==> config.mk <==
export PLATFORM = sky130hd
export DESIGN_NAME = pipe_mem_stage
export DESIGN_NICKNAME = d
export VERILOG_FILES = /design/src/rtl/pipe_mem_stage.sv
export SDC_FILE = /design/constraint.sdc
export NUM_CORES = 1
export LEC_CHECK = 0
export BUFFER_PORTS_ARGS = -buffer_cell sky130_fd_sc_hd__buf_4
export CAP_MARGIN = 10
export CELL_PAD_IN_SITES_DETAIL_PLACEMENT = 0
export CELL_PAD_IN_SITES_GLOBAL_PLACEMENT = 1
export CORE_MARGIN = 10
export CORE_UTILIZATION = 34
export DETAILED_ROUTE_END_ITERATION = 10
export GPL_TIMING_DRIVEN = 0
export PLACE_DENSITY_LB_ADDON = 0.1
export SETUP_SLACK_MARGIN = 0.4
export SYNTH_ARGS = -nofsm -noshare
export SYNTH_HDL_FRONTEND = slang
export SYNTH_SLANG_ARGS = --single-unit
==> constraint.sdc <==
create_clock -name clk -period 2.2 [get_ports clk]
set_clock_uncertainty 0.2 [all_clocks]
set_input_delay 0.22 -clock clk [delete_from_list [all_inputs] [get_ports clk]]
set_output_delay 0.22 -clock clk [all_outputs]
set_load 0.005 [all_outputs]
==> src/rtl/pipe_mem_stage.sv <==
// rtl/pipe_mem_stage.sv - EX/MEM pipeline register with a multi-cycle data-memory handshake
// Aligns byte/half stores and loads, stalls upstream while an access is outstanding.
module pipe_mem_stage #(
  parameter int unsigned MAX_WAIT = 255
) (
  input  logic        clk,
  input  logic        rst,
  input  logic        in_valid,
  input  logic [31:0] EXE_aluc,
  input  logic [31:0] EXE_pc4,
  input  logic [31:0] EXE_rt_reg,
  input  logic        EXE_DMEM_ena,
  input  logic        EXE_DMEM_W_ena,
  input  logic [1:0]  EXE_DMEM_W,
  input  logic [1:0]  EXE_DMEM_R,
  input  logic        EXE_load_store_mux_select,
  input  logic        EXE_RF_W_ena,
  input  logic [4:0]  EXE_RF_waddr,
  input  logic [2:0]  EXE_RF_mux_select,
  output logic        stall,
  output logic        mem_req,
  output logic        mem_we,
  output logic [31:0] mem_addr,
  output logic [31:0] mem_wdata,
  output logic [3:0]  mem_be,
  input  logic [31:0] mem_rdata,
  input  logic        mem_ready,
  output logic        MEM_valid,
  output logic [31:0] MEM_aluc,
  output logic [31:0] MEM_pc4,
  output logic [31:0] MEM_rdata,
  output logic        MEM_RF_W_ena,
  output logic [4:0]  MEM_RF_waddr,
  output logic [2:0]  MEM_RF_mux_select,
  output logic        mem_err
);

  typedef enum logic [1:0] {IDLE, ACCESS, DONE} state_t;

  state_t      state;
  logic [7:0]  wait_cnt;
  logic [1:0]  size_q;
  logic [1:0]  addr_lo_q;
  logic        sext_q;

  logic [1:0]  in_size;
  logic [1:0]  a;
  logic        misaligned;
  logic [3:0]  st_be;
  logic [31:0] st_wdata;
  logic [7:0]  ld_byte;
  logic [15:0] ld_half;
  logic [31:0] ld_data;

  assign stall     = (state == ACCESS);
  assign mem_req   = (state == ACCESS);
  assign MEM_valid = (state == DONE);

  always_comb begin
    in_size    = EXE_DMEM_W_ena ? EXE_DMEM_W : EXE_DMEM_R;
    a          = EXE_aluc[1:0];
    misaligned = ((in_size == 2'b01) && a[0]) ||
                 (((in_size == 2'b00) || (in_size == 2'b11)) && (a != 2'b00));
    st_be      = 4'b1111;
    st_wdata   = EXE_rt_reg;
    case (in_size)
      2'b10: begin
        st_be    = 4'b0001 << a;
        st_wdata = {4{EXE_rt_reg[7:0]}};
      end
      2'b01: begin
        st_be    = a[1] ? 4'b1100 : 4'b0011;
        st_wdata = {2{EXE_rt_reg[15:0]}};
      end
      default: ;
    endcase
  end

  // Load data is picked from the lane selected by the latched low address bits.
  always_comb begin
    ld_byte = mem_rdata[{addr_lo_q, 3'b000} +: 8];
    ld_half = addr_lo_q[1] ? mem_rdata[31:16] : mem_rdata[15:0];
    case (size_q)
      2'b10:   ld_data = {{24{sext_q & ld_byte[7]}}, ld_byte};
      2'b01:   ld_data = {{16{sext_q & ld_half[15]}}, ld_half};
      default: ld_data = mem_rdata;
    endcase
  end

  always_ff @(posedge clk) begin
    if (!rst) begin
      state             <= IDLE;
      wait_cnt          <= 8'd0;
      size_q            <= 2'b00;
      addr_lo_q         <= 2'b00;
      sext_q            <= 1'b0;
      mem_we            <= 1'b0;
      mem_addr          <= 32'd0;
      mem_wdata         <= 32'd0;
      mem_be            <= 4'd0;
      MEM_aluc          <= 32'd0;
      MEM_pc4           <= 32'd0;
      MEM_rdata         <= 32'd0;
      MEM_RF_W_ena      <= 1'b0;
      MEM_RF_waddr      <= 5'd0;
      MEM_RF_mux_select <= 3'd0;
      mem_err           <= 1'b0;
    end else if (state != ACCESS) begin
      wait_cnt          <= 8'd0;
      size_q            <= in_size;
      addr_lo_q         <= a;
      sext_q            <= EXE_load_store_mux_select;
      mem_we            <= 1'b0;
      mem_addr          <= 32'd0;
      mem_wdata         <= 32'd0;
      mem_be            <= 4'd0;
      MEM_aluc          <= EXE_aluc;
      MEM_pc4           <= EXE_pc4;
      MEM_rdata         <= 32'd0;
      MEM_RF_W_ena      <= in_valid & EXE_RF_W_ena;
      MEM_RF_waddr      <= EXE_RF_waddr;
      MEM_RF_mux_select <= EXE_RF_mux_select;
      if (!in_valid) begin
        state <= IDLE;
      end else if (!EXE_DMEM_ena) begin
        state <= DONE;
      end else if (misaligned) begin
        state        <= DONE;
        MEM_RF_W_ena <= 1'b0;
        mem_err      <= 1'b1;
      end else begin
        state     <= ACCESS;
        mem_we    <= EXE_DMEM_W_ena;
        mem_addr  <= {EXE_aluc[31:2], 2'b00};
        mem_wdata <= EXE_DMEM_W_ena ? st_wdata : 32'd0;
        mem_be    <= EXE_DMEM_W_ena ? st_be : 4'b1111;
      end
    end else begin
      if (mem_ready) begin
        state <= DONE;
        if (!mem_we) MEM_rdata <= ld_data;
      end else if (wait_cnt == 8'(MAX_WAIT - 1)) begin
        state        <= DONE;
        MEM_RF_W_ena <= 1'b0;
        mem_err      <= 1'b1;
      end else begin
        wait_cnt <= wait_cnt + 8'd1;
      end
    end
  end

endmodule

Word level (Yosys, flattened, before mapping)
Cells that the tools add are included.
- bits of input ports: 148
- word-level logic and storage cells: 90
- register bits: 190
- reductions and logical operators: 13
- add/subtract/negate cells: 1
- bitwise logic cells: 7
- equal/unequal tests: 13
- muxes and demuxes: 38
- shift operators: 2
- operator list (kind ; number):
    $mux W32 ; 7
    $pmux W32 S2 ; 2
    $shiftx A32 B6 Y8 ; 1
    $mux W4 ; 5
    $mux W16 ; 1
    $mux W1 ; 15
    $mux W2 ; 7
    $add A8 B1 Y8 const B ; 1
    $eq A2 B2 Y1 const B ; 4
    $eq A8 B8 Y1 const B ; 1
    $pmux W4 S2 ; 1
    $eq A2 B1 Y1 const B ; 3
    $ne A2 B2 Y1 const B ; 3
    $reduce_and A2 Y1 ; 3
    $reduce_and A5 Y1 ; 1
    $ne A2 B1 Y1 const B ; 2
    $not A1 Y1 ; 4
    $reduce_bool A2 Y1 ; 2
    $shl A1 B2 Y4 const A ; 1
    $and A1 B1 Y1 ; 3
    $reduce_bool A3 Y1 ; 1
    $logic_and A1 B1 Y1 ; 2
    $logic_not A2 Y1 ; 1
    $logic_or A1 B1 Y1 ; 2
    $reduce_or A2 Y1 ; 1

Logic depth before layout (Yosys ltp)
Gate-level depths: netlist (run 1).
- word-level depth: 9
- mapped depth: 9
- gate-level depth less buffers: 7

Worst setup path before layout (run 1)
OpenSTA, ideal clock, no wires.
- kind: input port to flip-flop
- start point: input port EXE_DMEM_W_ena
- end point: register mem_wdata[31]
- arrival time: 1715 ps
- path buffers: 2
- slack: 167 ps
- cell stages on the path: 9
- cells stage by stage: mux2i_1 inv_1 ha_1 buf_2 nor2_1 o21a_1 and2_1 buf_2 a32o_1
- word-level cells in the longest chain between the ends: 8
- ends and longest elaborated chain (what ; line ; RTL):
    from (decl) ; 13 ; input logic EXE_DMEM_W_ena,
    $mux W2 (*) ; 60 ; in_size = EXE_DMEM_W_ena ? EXE_DMEM_W : EXE_DMEM_R;
    via in_size[1] ; 46 ; logic [1:0] in_size;
    branches (longest 4 deep; another with $pmux W32 S2) ; -- ;
    $mux W32 (*) ; 127 ; end else if (misaligned) begin
    $mux W32 (*) ; 125 ; end else if (!EXE_DMEM_ena) begin
    $mux W32 (*) ; 123 ; if (!in_valid) begin
    to (signal assigned) ; 135 ; mem_wdata <= EXE_DMEM_W_ena ? st_wdata : 32'd0;
    to (decl) ; 24 ; output logic [31:0] mem_wdata,
Mark *: on every way through the listed nets, which the timed path passes.
A chain may end at the register's enable or synchronous reset.

Final worst setup path (run 1)
- start point: register size_q[0]
- end point: register MEM_rdata[3]
- word-level cells in the longest chain between the ends: 2
- ends and longest elaborated chain (what ; line ; RTL):
    from (decl) ; 42 ; logic [1:0] size_q;
    from (signal assigned) ; 110 ; size_q <= in_size;
    $eq A2 B1 Y1 / $eq A2 B2 Y1 (equally long branches) ; 83 ; case (size_q)
    $pmux W32 S2 (*) ; 83 ;
    to (signal assigned) ; 141 ; if (!mem_we) MEM_rdata <= ld_data;
    to (decl) ; 31 ; output logic [31:0] MEM_rdata,
Every way passes the cells marked *; elsewhere a longest branch is shown, timed or not.

==> results.json, run 1 <==
{
  "status": "finished, final reports clean",
  "worst_slew_pin_slew_ns": 0.5044,
  "setup_violations": 0,
  "ys.flop_type": "dfxtp_1",
  "cellLeakagePower_uw": 0.005776,
  "die_area_um2": 28370,
  "max_cap_viol_count": 0,
  "crit_fanout": 7,
  "max_freq_ghz": 0.5413,
  "critPathRequiredTime_ns": 2.31,
  "path_clk_slew_ns": 0.07,
  "pre_cts_slack_ns": -0.2111,
  "dieWidth_um": 168.4,
  "critPathKind": "flop to flop",
  "critical_path_arrival_ns": 1.96,
  "sequentialPowerShare": 0.433,
  "slew_violations": 0,
  "netlist-cell-type-count": 57,
  "grt_pass1_wl_mm": 46.57,
  "dr.pass1.iters": 5,
  "async_flop_share": 0,
  "p_comb_frac": 0.194,
  "die_y_um": 168.4,
  "clock_sinks": 186,
  "rsz0062_at_grt": "true",
  "ys_ff_latch": 186,
  "start_util": 0.3444,
  "drtIter0Drc": 331,
  "h-tree-depth": 4,
  "cts_buffers": 17,
  "powerDensity_nw_per_um2": 639.3,
  "p_sw_uw": 2304,
  "grt_pass1_vias": 8197,
  "port_buffers": 323,
  "synth_edf_count": 0,
  "period_minus_slack_ns": 1.847,
  "drive_gt1_frac": 0.3697,
  "detailed_place_hpwl_mm": 22.15,
  "cts_tree": "yes",
  "cts_root_buf": "clkbuf_16",
  "rows": 54,
  "syn_area_um2": 7492,
  "cts_buffer_depth": 2,
  "swShare": 0.2779,
  "critPathLaunchType": "flop",
  "ant_nets": 0,
  "num_vias": 7839,
  "layout_setup_ws_ns": 0.3528,
  "irDropWorstVdd_mv": 0.4552,
  "wl_per_cell_um": 18.32,
  "clkPwrFrac": 0.373,
  "antenna_found_initial": 0,
  "drc": 0,
  "clock_latency_ns": 0.43,
  "hold_viol_final": 0,
  "gp_congestion": 0.8150,
  "grt_max_degree": 19,
  "nNetsFinal": 1499,
  "path_buf_inv": 3,
  "avgSynthCellArea_um2": 8.919,
  "slew_headroom": 0.6638,
  "cp_top_family": "compound AO/OA/AOI/OAI gates",
  "slowest_stage": "dfxtp_4",
  "critPathMaxStageDelay_ns": 0.39,
  "area_delta_synth_final_pct": 73.06,
  "hold_path_class": "primary input to flop",
  "synth_seq_area_share": 0.4970,
  "grt_remaining_overflow": 0,
  "postRouteWirelength_mm": 30.03,
  "internal_power_uw": 5986,
  "worstPathCellList": "inv_4 -> ha_4 -> nand2b_4 -> buf_8 -> a21oi_4 -> buf_12 -> a221oi_4 -> a21oi_1",
  "grt.total_usage": 0.2034,
  "viasPerCell": 4.783,
  "reg2reg_slack_ns": 0.35,
  "coreArea_um2": 21760,
  "synthCells": 840,
  "cp-end-kind": "flop",
  "ios": 326,
  "synth_warnings": 0,
  "layout_worst_path_cycle_share": 0.8397,
  "setup_tns_ns": 0
}
-- layout by cell type, fill, tap and decap left out, drive strengths merged, types with 5 or more instances in the layout --
cell type	n
buf	377
nand2	209
dfxtp	186
dlygate4sd3	140
a21boi	75
clkbuf	51
o21ai	50
a21oi	50
a22o	38
nor2	22
inv	20
nand3	14
a22oi	14
o211ai	9
nor3b	9
or3	8
mux2	7
a221oi	7
nand2b	7
ha	6
nor2b	5
clkinv	5
-- final cells by class --
cell class	instances	area [um^2]
multi-input combinational	577	3692
sequential	186	3736
timing repair buffer	485	4046
clock inverter	15	156.4
inverter	12	55.05
clock buffer	17	425.4
antenna	1	2.502
fill	1921	8790
buffer	66	501.7
tap	280	350.3
-- synthesized netlist by cell type (3+ instances only) --
| cell | n | area share |
|---|---|---|
| clkbuf_1 | 35 | 0.018 |
| a21oi_1 | 39 | 0.026 |
| nor2b_1 | 5 | 0.0042 |
| a22o_1 | 38 | 0.044 |
| dfxtp_1 | 186 | 0.50 |
| o21ai_1 | 6 | 0.0040 |
| nand3_1 | 14 | 0.0094 |
| mux2_2 | 7 | 0.011 |
| buf_4 | 10 | 0.010 |
| a21o_1 | 3 | 0.0030 |
| inv_1 | 11 | 0.0055 |
| and3_1 | 4 | 0.0033 |
| a21oi_2 | 11 | 0.013 |
| a32o_1 | 3 | 0.0040 |
| ha_1 | 6 | 0.010 |
| nor3b_1 | 8 | 0.0080 |
| nor2_1 | 22 | 0.011 |
| or3_1 | 8 | 0.0067 |
| buf_2 | 17 | 0.011 |
| a22oi_1 | 14 | 0.014 |
| a21boi_0 | 74 | 0.074 |
| o211ai_1 | 9 | 0.0090 |
| a221oi_1 | 7 | 0.0082 |
| nand2b_1 | 7 | 0.0058 |
| o21ai_0 | 44 | 0.029 |
| nand2_1 | 209 | 0.10 |
| buf_6 | 4 | 0.0060 |
-- sequential cells by signal, summed over array words and instances, names as in the netlist --
| register | cells |
|---|---|
| MEM_RF_W_ena | 1 |
| MEM_RF_mux_select | 3 |
| MEM_RF_waddr | 5 |
| MEM_aluc | 32 |
| MEM_pc4 | 32 |
| MEM_rdata | 32 |
| mem_addr | 30 |
| mem_be | 4 |
| mem_err | 1 |
| mem_wdata | 32 |
| mem_we | 1 |
| sext_q | 1 |
| size_q | 2 |
| state | 2 |
| wait_cnt | 8 |
-- timing repair --
item	in CTS	in global routing
gates cloned	1	0
buffers inserted	16	5
hold endpoints to repair	171	1
pin swaps	17	7
resized for setup	65	82
setup endpoints to repair	96	149
hold buffers	139	1
-- power by group through the flow --
stage	Combinational (uW)	Sequential, uW	Clock, uW
2_1_floorplan	558	3660	0
3_3_place_gp	1230	3650	0
3_5_place_dp	1230	3660	0
4_1_cts	1560	3590	3160
5_1_grt	1750	3600	3300
6_report	1610	3590	3090
-- per-stage QoR --
| step | power [uW] | instance area, um^2 | utilization | std cells | hold slack (ns) |
|---|---|---|---|---|---|
| CTS | 8307 | 12760 | 0.5866 | 1632 | 0.001744 |
| finish | 8289 | 12970 | 0.5960 | 1639 | 0.01327 |
| floorplan | 4220 | 7557 | - | 841 | 0.1455 |
| global route | 8650 | 12960 | 0.5959 | 1638 | 0.04140 |
| detailed placement | 4887 | 10330 | 0.4749 | 1444 | 0.2454 |
| global placement | 4883 | 10330 | 0.4749 | 1444 | 0.2370 |
-- routing by layer --
layer | vias to the layer above | track usage | share of wire
li1 | 3931 | - | -
met1 | 3653 | 0.2326 | 0.41
met2 | 224 | 0.3521 | 0.50
met3 | 31 | 0.07381 | 0.075
met4 | 0 | 0.04996 | 0.017
met5 | - | 0 | 0
-- tightest hold or removal path, delay by kind of cell --
family | cells | cell delay, ns
and+or+nand+nor | 1 | 0.10
buffers and inverters | 1 | 0.09
AOI/OAI and AO/OA | 2 | 0.19
-- logic make-up (layout without fill, tap and decap cells) --
group	Yosys count	after routing	synth area share
AO/OA/AOI/OAI	268	268	0.2555
AND/OR/NAND/NOR	287	287	0.1630
XOR/XNOR	3	3	0.003508
multiplexers	11	11	0.01921
buffers and inverters	78	595	0.05127
flip-flops	186	186	0.4970
adder cells (fa/ha/maj)	6	6	0.01002
other	1	3	0.0005005
-- final timing paths --
kind                                                  from                    endpoint  cells past startpoint
worst min register to register  mem_wdata[24]$_SDFFE_PN0N_  mem_wdata[24]$_SDFFE_PN0N_                      2
worst max register to register      size_q[0]$_SDFFE_PN0N_   MEM_rdata[3]$_SDFFE_PP0P_                      8
worst min-delay path                         mem_rdata[10]  MEM_rdata[10]$_SDFFE_PP0P_                      4
worst max-delay path                size_q[0]$_SDFFE_PN0N_   MEM_rdata[3]$_SDFFE_PP0P_                      8
(Power assumes the default switching activity.)
==> inputs of run 2 (changes only) <==
- CORE_UTILIZATION: 34 -> 31
- clock period: 2.2 -> 1.5 ns (I/O delays scaled with it)
==> run 2 against run 1 <==
The flow now finishes with violations (negative hold slack, negative setup slack). Routed wire length is 15% higher. Critical path depth decreased by 1. Via count is 9.6% higher. Register-to-register slack got worse by 0.64 ns. Worst setup slack worse by 0.64 ns. Sequential share of layout area is 5.1 points lower. Final cell count is 9.3% higher. First-iteration DRC count decreased by 0.60%. Sequential power increased by 49%. Non-clock buffer count grew 115. Critical path type unchanged. Largest cell class unchanged. Highest routed layer unchanged.
==> results.json, run 2 (same netlist as run 1, synthesis figures left out) <==
{
  "area_delta_synth_final_pct": 123.6,
  "max_cap_viol_count": 0,
  "drtIter0Drc": 329,
  "status": "finished, violations left",
  "ios": 326,
  "cts_buffer_depth": 2,
  "crit_fanout": 7,
  "path_common_cell": "buf_12",
  "critPathKind": "flop to flop",
  "grt_max_degree": 17,
  "worstPathCellList": "buf_12 -> mux2i_4 -> o22ai_4 -> a31oi_4 -> buf_12 -> buf_8 -> a21oi_2",
  "whs_ns": -0.08725,
  "grt.total_usage": 0.2095,
  "cts_tree": "yes",
  "dieWidth_um": 175.5,
  "clock_sinks": 186,
  "pre_cts_slack_ns": -0.8226,
  "drive_gt1_frac": 0.6741,
  "rows": 56,
  "gp_congestion": 0.7778,
  "clock_latency_ns": 0.43,
  "worst_slew_pin_slew_ns": 0.6200,
  "coreArea_um2": 23610,
  "grt_remaining_overflow": 0,
  "die_area_um2": 30790,
  "cp-end-kind": "flop",
  "ant_nets": 0,
  "h-tree-depth": 4,
  "critPathLaunchType": "flop",
  "layout_worst_path_cycle_share": 1.193,
  "nNetsFinal": 1614,
  "num_vias": 8593,
  "fillers": 1728,
  "cts_root_buf": "clkbuf_16",
  "drc": 0,
  "dr.pass1.iters": 5,
  "layout_setup_ws_ns": -0.2894,
  "die_y_um": 175.5,
  "period_minus_slack_ns": 1.789,
  "port_buffers": 323,
  "wl_per_cell_um": 19.33,
  "irDropWorstVdd_mv": 0.5461,
  "slew_violations": 0,
  "cts_buffers": 17,
  "powerDensity_nw_per_um2": 821.3,
  "final_common_cell": "buf_4",
  "timing.rr.start": "MEM_aluc[1]$_SDFFE_PN0N_",
  "violations": "negative hold slack, negative setup slack",
  "worstHoldStart": "mem_ready",
  "hold_viol_final": 14,
  "grt_pass1_vias": 8899,
  "rsz0062_at_grt": "true",
  "max_freq_ghz": 0.5588,
  "placed_cells": 1483,
  "setup_violations": 188,
  "postCtsHoldBufs": 136,
  "grt_pass1_wl_mm": 51.34,
  "path_clk_slew_ns": 0.07,
  "start_util": 0.3173,
  "worstReg2RegEnd": "MEM_rdata[23]$_SDFFE_PP0P_",
  "cellLeakagePower_uw": 0.007388,
  "final_cell_mix": "buf_4 (230), buf_6 (199), dfxtp_2 (166)",
  "critPathRequiredTime_ns": 1.62,
  "critical_path_arrival_ns": 1.91,
  "min_to": "wait_cnt[4]$_SDFFE_PP0P_",
  "rr_worst_depth": 7,
  "antenna_cells": 0,
  "hold_path_class": "primary input to flop",
  "postRouteWirelength_mm": 34.64,
  "slowest_stage": "dfxtp_4",
  "layoutNonFillerInstCount": 1792,
  "critPathMaxStageDelay_ns": 0.37,
  "viasPerCell": 4.795,
  "detailed_place_hpwl_mm": 22.73,
  "slew_headroom": 0.5867,
  "antenna_found_initial": 1,
  "reg2reg_slack_ns": -0.29,
  "whs_path_depth": 4
}
==> run 2: cell count changes in the layout (fill, tap and decap cells not counted), moves of 59 or more <==
cell / before / now
a21boi_0: 73 / 0
nand2_2: 2 / 61
dfxtp_2: 1 / 166
buf_6: 15 / 199
buf_4: 349 / 230
dfxtp_1: 182 / 11
nand2_1: 207 / 86
nand2_4: 0 / 60
==> run 2: repair_timing <==
action,CTS,global route
pin swaps,167,100
resized for setup,443,345
endpoints found under the setup margin,362,362
setup buffers,69,45
endpoints found under the hold margin,176,12
gates cloned,22,5
==> run 2: area by class of cell <==
type                            count  area [um^2]  area share
Buffer                             66        848.3     0.05065
Clock buffer                       20        456.7     0.02727
Clock inverter                     12        182.7     0.01091
Inverter                           12        62.56    0.003735
Multi-Input combinational cell    577         4674      0.2791
Sequential cell                   186         3965      0.2367
Tap cell                          319        399.1     0.02383
Timing Repair Buffer              600         6161      0.3678
==> run 2: worst max-delay path by stage <==
stage | endpoint | slack (ns) | startpoint | cells after the start
2_1_floorplan | mem_wdata[31]$_SDFFE_PN0N_ | -0.30 | EXE_DMEM_W_ena | 9
3_3_place_gp | mem_addr[25]$_SDFFE_PN0N_ | -0.84 | EXE_DMEM_W_ena | 9
3_5_place_dp | mem_addr[28]$_SDFFE_PN0N_ | -0.82 | EXE_DMEM_W_ena | 9
4_1_cts | MEM_rdata[31]$_SDFFE_PP0P_ | -0.28 | size_q[1]$_SDFFE_PN0N_ | 9
5_1_grt | MEM_rdata[4]$_SDFFE_PP0P_ | -0.32 | size_q[0]$_SDFFE_PN0N_ | 7
6_report | MEM_rdata[23]$_SDFFE_PP0P_ | -0.29 | MEM_aluc[1]$_SDFFE_PN0N_ | 7
==> run 2: power breakdown <==
part | internal (uW) | switching (uW) | leakage, uW
Sequential | 5170 | 169 | 0.00159
Clock | 2910 | 2100 | 0.000316
Combinational | 1990 | 1420 | 0.00548
==> run 2: layer usage <==
layer	wire, um	up-vias	global-route usage	part of all wire
li1	-	4172	-	-
met5	0	-	0	0
met4	591	0	0.05087	0.017
met1	13800	4129	0.2413	0.40
met2	17700	250	0.3637	0.51
met3	2544	42	0.07313	0.073
==> run 2: metrics by stage <==
step / total power, uW / instance area, um^2 / util / setup TNS (ns)
after global routing: 14290 / 16750 / 0.7094 / -37.69
after global placement: 7357 / 10800 / 0.4572 / -61.93
after floorplan: 6366 / 7973 / - / -19.11
after detailed placement: 7365 / 10800 / 0.4572 / -62.37
after CTS: 13350 / 15200 / 0.6437 / -22.98
final: 13760 / 16750 / 0.7094 / -28.87
==> run 2: worst max-delay path: cells and delay by family (launching register included) <==
kind	cells	cell delay [ns]
multiplexers	1	0.32
flip-flops	1	0.37
buffers and inverters	3	0.41
AO/OA/AOI/OAI	3	0.38
==> inputs of run 3 (changes only) <==
- CORE_ASPECT_RATIO: unset -> 0.6
- SKIP_CTS_REPAIR_TIMING: unset -> 1
==> run 3 against run 2 <==
The run still ends with negative hold slack, negative setup slack left. Utilization fell by 6.1 points. Die area rose by 0.66%. Combinational power down 11%. Worst hold slack got worse by 0.042 ns. Worst setup slack worse by 0.12 ns. Sequential power decreased by 0.7%. Non-clock buffer count fell by 44. Via count fell by 2.7%. Sequential share of layout area rose by 1.3 points. Routed wire length is 2.3% higher. Largest power group unchanged.
==> results.json, run 3 (same netlist as run 1, synthesis figures left out) <==
{
  "cp_top_family": "buffers and inverters",
  "hold_viol_final": 30,
  "max_cap_viol_count": 0,
  "ant_nets": 0,
  "drc": 0,
  "clock_sinks": 186,
  "crit_fanout": 8,
  "critPathKind": "flop to flop",
  "violations": "negative hold slack, negative setup slack",
  "placed_cells": 1479,
  "dieWidth_um": 220.7,
  "final_cell_mix": "buf_4 (328), dfxtp_1 (142), dlygate4sd3_1 (135)",
  "port_buffers": 323,
  "max_freq_ghz": 0.5234,
  "hold_path_class": "primary input to flop",
  "slew_headroom": 0.5528,
  "worst_slew_pin_slew_ns": 0.6708,
  "route.met2.wl_mm": 16.22,
  "dr.pass1.iters": 4,
  "gp_congestion": 0.7968,
  "setup_violations": 168,
  "path_clk_slew_ns": 0.07,
  "viasPerCell": 4.790,
  "drive_gt1_frac": 0.5308,
  "clock_latency_ns": 0.46,
  "seq_area_um2": 3801,
  "layout_worst_path_cycle_share": 1.274,
  "detailed_place_hpwl_mm": 24.32,
  "worstPathCellList": "buf_12 -> mux2i_4 -> o22ai_4 -> a31oi_4 -> buf_12 -> clkbuf_16 -> a21oi_2",
  "timing.rr.start": "MEM_aluc[1]$_SDFFE_PN0N_",
  "powerDensity_nw_per_um2": 863.1,
  "top_layer_used": "met4",
  "die_y_um": 140.4,
  "fillers": 1909,
  "period_minus_slack_ns": 1.910,
  "ios": 326,
  "critPathMaxStageDelay_ns": 0.38,
  "cellLeakagePower_uw": 0.006754,
  "worstHoldStart": "in_valid",
  "path_buf_inv": 3,
  "layoutNonFillerInstCount": 1746,
  "area_delta_synth_final_pct": 103.0,
  "num_vias": 8363,
  "h-tree-depth": 4,
  "slowest_stage": "dfxtp_4",
  "critical_path_arrival_ns": 2.06,
  "die_area_um2": 30990,
  "wl_met1_mm": 16.18,
  "whs_path_depth": 3,
  "coreArea_um2": 23460,
  "antenna_found_initial": 1,
  "multi_input_area_um2": 4315,
  "cts_buffer_depth": 2,
  "grt_pass1_wl_mm": 44.94,
  "start_util": 0.3194,
  "rsz0062_at_grt": "true",
  "grt_max_degree": 17,
  "min_to": "state[1]$_SDFFE_PN0P_",
  "whs_ns": -0.1293,
  "cts_root_buf": "clkbuf_16",
  "worstReg2RegEnd": "MEM_rdata[22]$_SDFFE_PP0P_",
  "grt_pass1_vias": 7137,
  "final_common_cell": "buf_4",
  "critPathLaunchType": "flop",
  "setup_tns_ns": -35.07,
  "path_common_cell": "buf_12",
  "irDropWorstVdd_mv": 0.7505,
  "cp-end-kind": "flop",
  "postRouteWirelength_mm": 35.44,
  "layout_setup_ws_ns": -0.4104,
  "cts_tree": "yes",
  "wl_per_cell_um": 20.30,
  "nNetsFinal": 1571,
  "status": "finished, violations left",
  "grt_remaining_overflow": 0,
  "grt.total_usage": 0.1910,
  "dr_wl_met3_mm": 2.547,
  "drtIter0Drc": 452,
  "cts_buffers": 17,
  "critPathRequiredTime_ns": 1.65,
  "rows": 43,
  "reg2reg_slack_ns": -0.41,
  "slew_violations": 0,
  "rr_worst_depth": 7
}
-- run 3: cell types whose count changed in the layout (fill, tap and decap cells not counted), moves of 8 or more --
cell / delta
a21boi_1: +19
a21boi_2: -19
buf_4: +98
nand2_1: +25
buf_8: -8
nand2_4: -35
buf_16: -13
buf_6: -126
clkbuf_16: +10
dfxtp_1: +131
dfxtp_2: -131
nand2_2: +11
-- run 3: tightest hold or removal path, stage by stage --
cell and delay [ns]:
buf_4 0.15, nand3_4 0.11, o22ai_2 0.08
-- run 3: metrics by stage --
step	area, um^2	setup slack, ns	hold slack [ns]	utilization	total power, uW
detailed placement	10790	-1.007	0.1761	0.4600	7385
global route	15210	-0.4477	-0.1384	0.6482	13610
global placement	10790	-1.009	0.1711	0.4600	7383
floorplan	7973	-0.3008	0.07132	-	6366
CTS	11400	-0.6109	-0.3168	0.4858	12130
finish	15210	-0.4104	-0.1293	0.6482	13120
-- run 3: metal layers --
| metal | up-vias | global-route usage |
|---|---|---|
| li1 | 4099 | - |
| met3 | 32 | 0.07355 |
| met2 | 243 | 0.2802 |
| met1 | 3989 | 0.2542 |
| met5 | - | 0 |
| met4 | 0 | 0.05205 |
-- run 3: area by class of cell --
type | count | share of cell area
antenna | 1 | 0.0001646
sequential | 186 | 0.2500
inverter | 12 | 0.003950
tap | 315 | 0.02592
clock inverter | 11 | 0.009380
clock buffer | 21 | 0.03036
buffer | 66 | 0.05283
timing repair buffer | 556 | 0.3436
multi-input combinational | 578 | 0.2838
-- run 3: where the power goes --
group          leakage (uW)  internal, uW  switching [uW]
Clock              0.000292          2720            2080
Sequential          0.00154          5140             157
Combinational       0.00492          1710            1320
-- run 3: worst max-delay path by stage --
stage,from,end,slack (ns),cells after the start
floorplan,EXE_DMEM_W_ena,mem_wdata[31]$_SDFFE_PN0N_,-0.30,9
global placement,EXE_DMEM_W_ena,mem_addr[22]$_SDFFE_PN0N_,-1.01,9
detailed placement,EXE_DMEM_W_ena,mem_addr[29]$_SDFFE_PN0N_,-1.01,9
CTS,state[1]$_SDFFE_PN0P_,mem_addr[26]$_SDFFE_PN0N_,-0.61,6
global route,MEM_aluc[1]$_SDFFE_PN0N_,MEM_rdata[22]$_SDFFE_PP0P_,-0.45,7
finish,MEM_aluc[1]$_SDFFE_PN0N_,MEM_rdata[22]$_SDFFE_PP0P_,-0.41,7
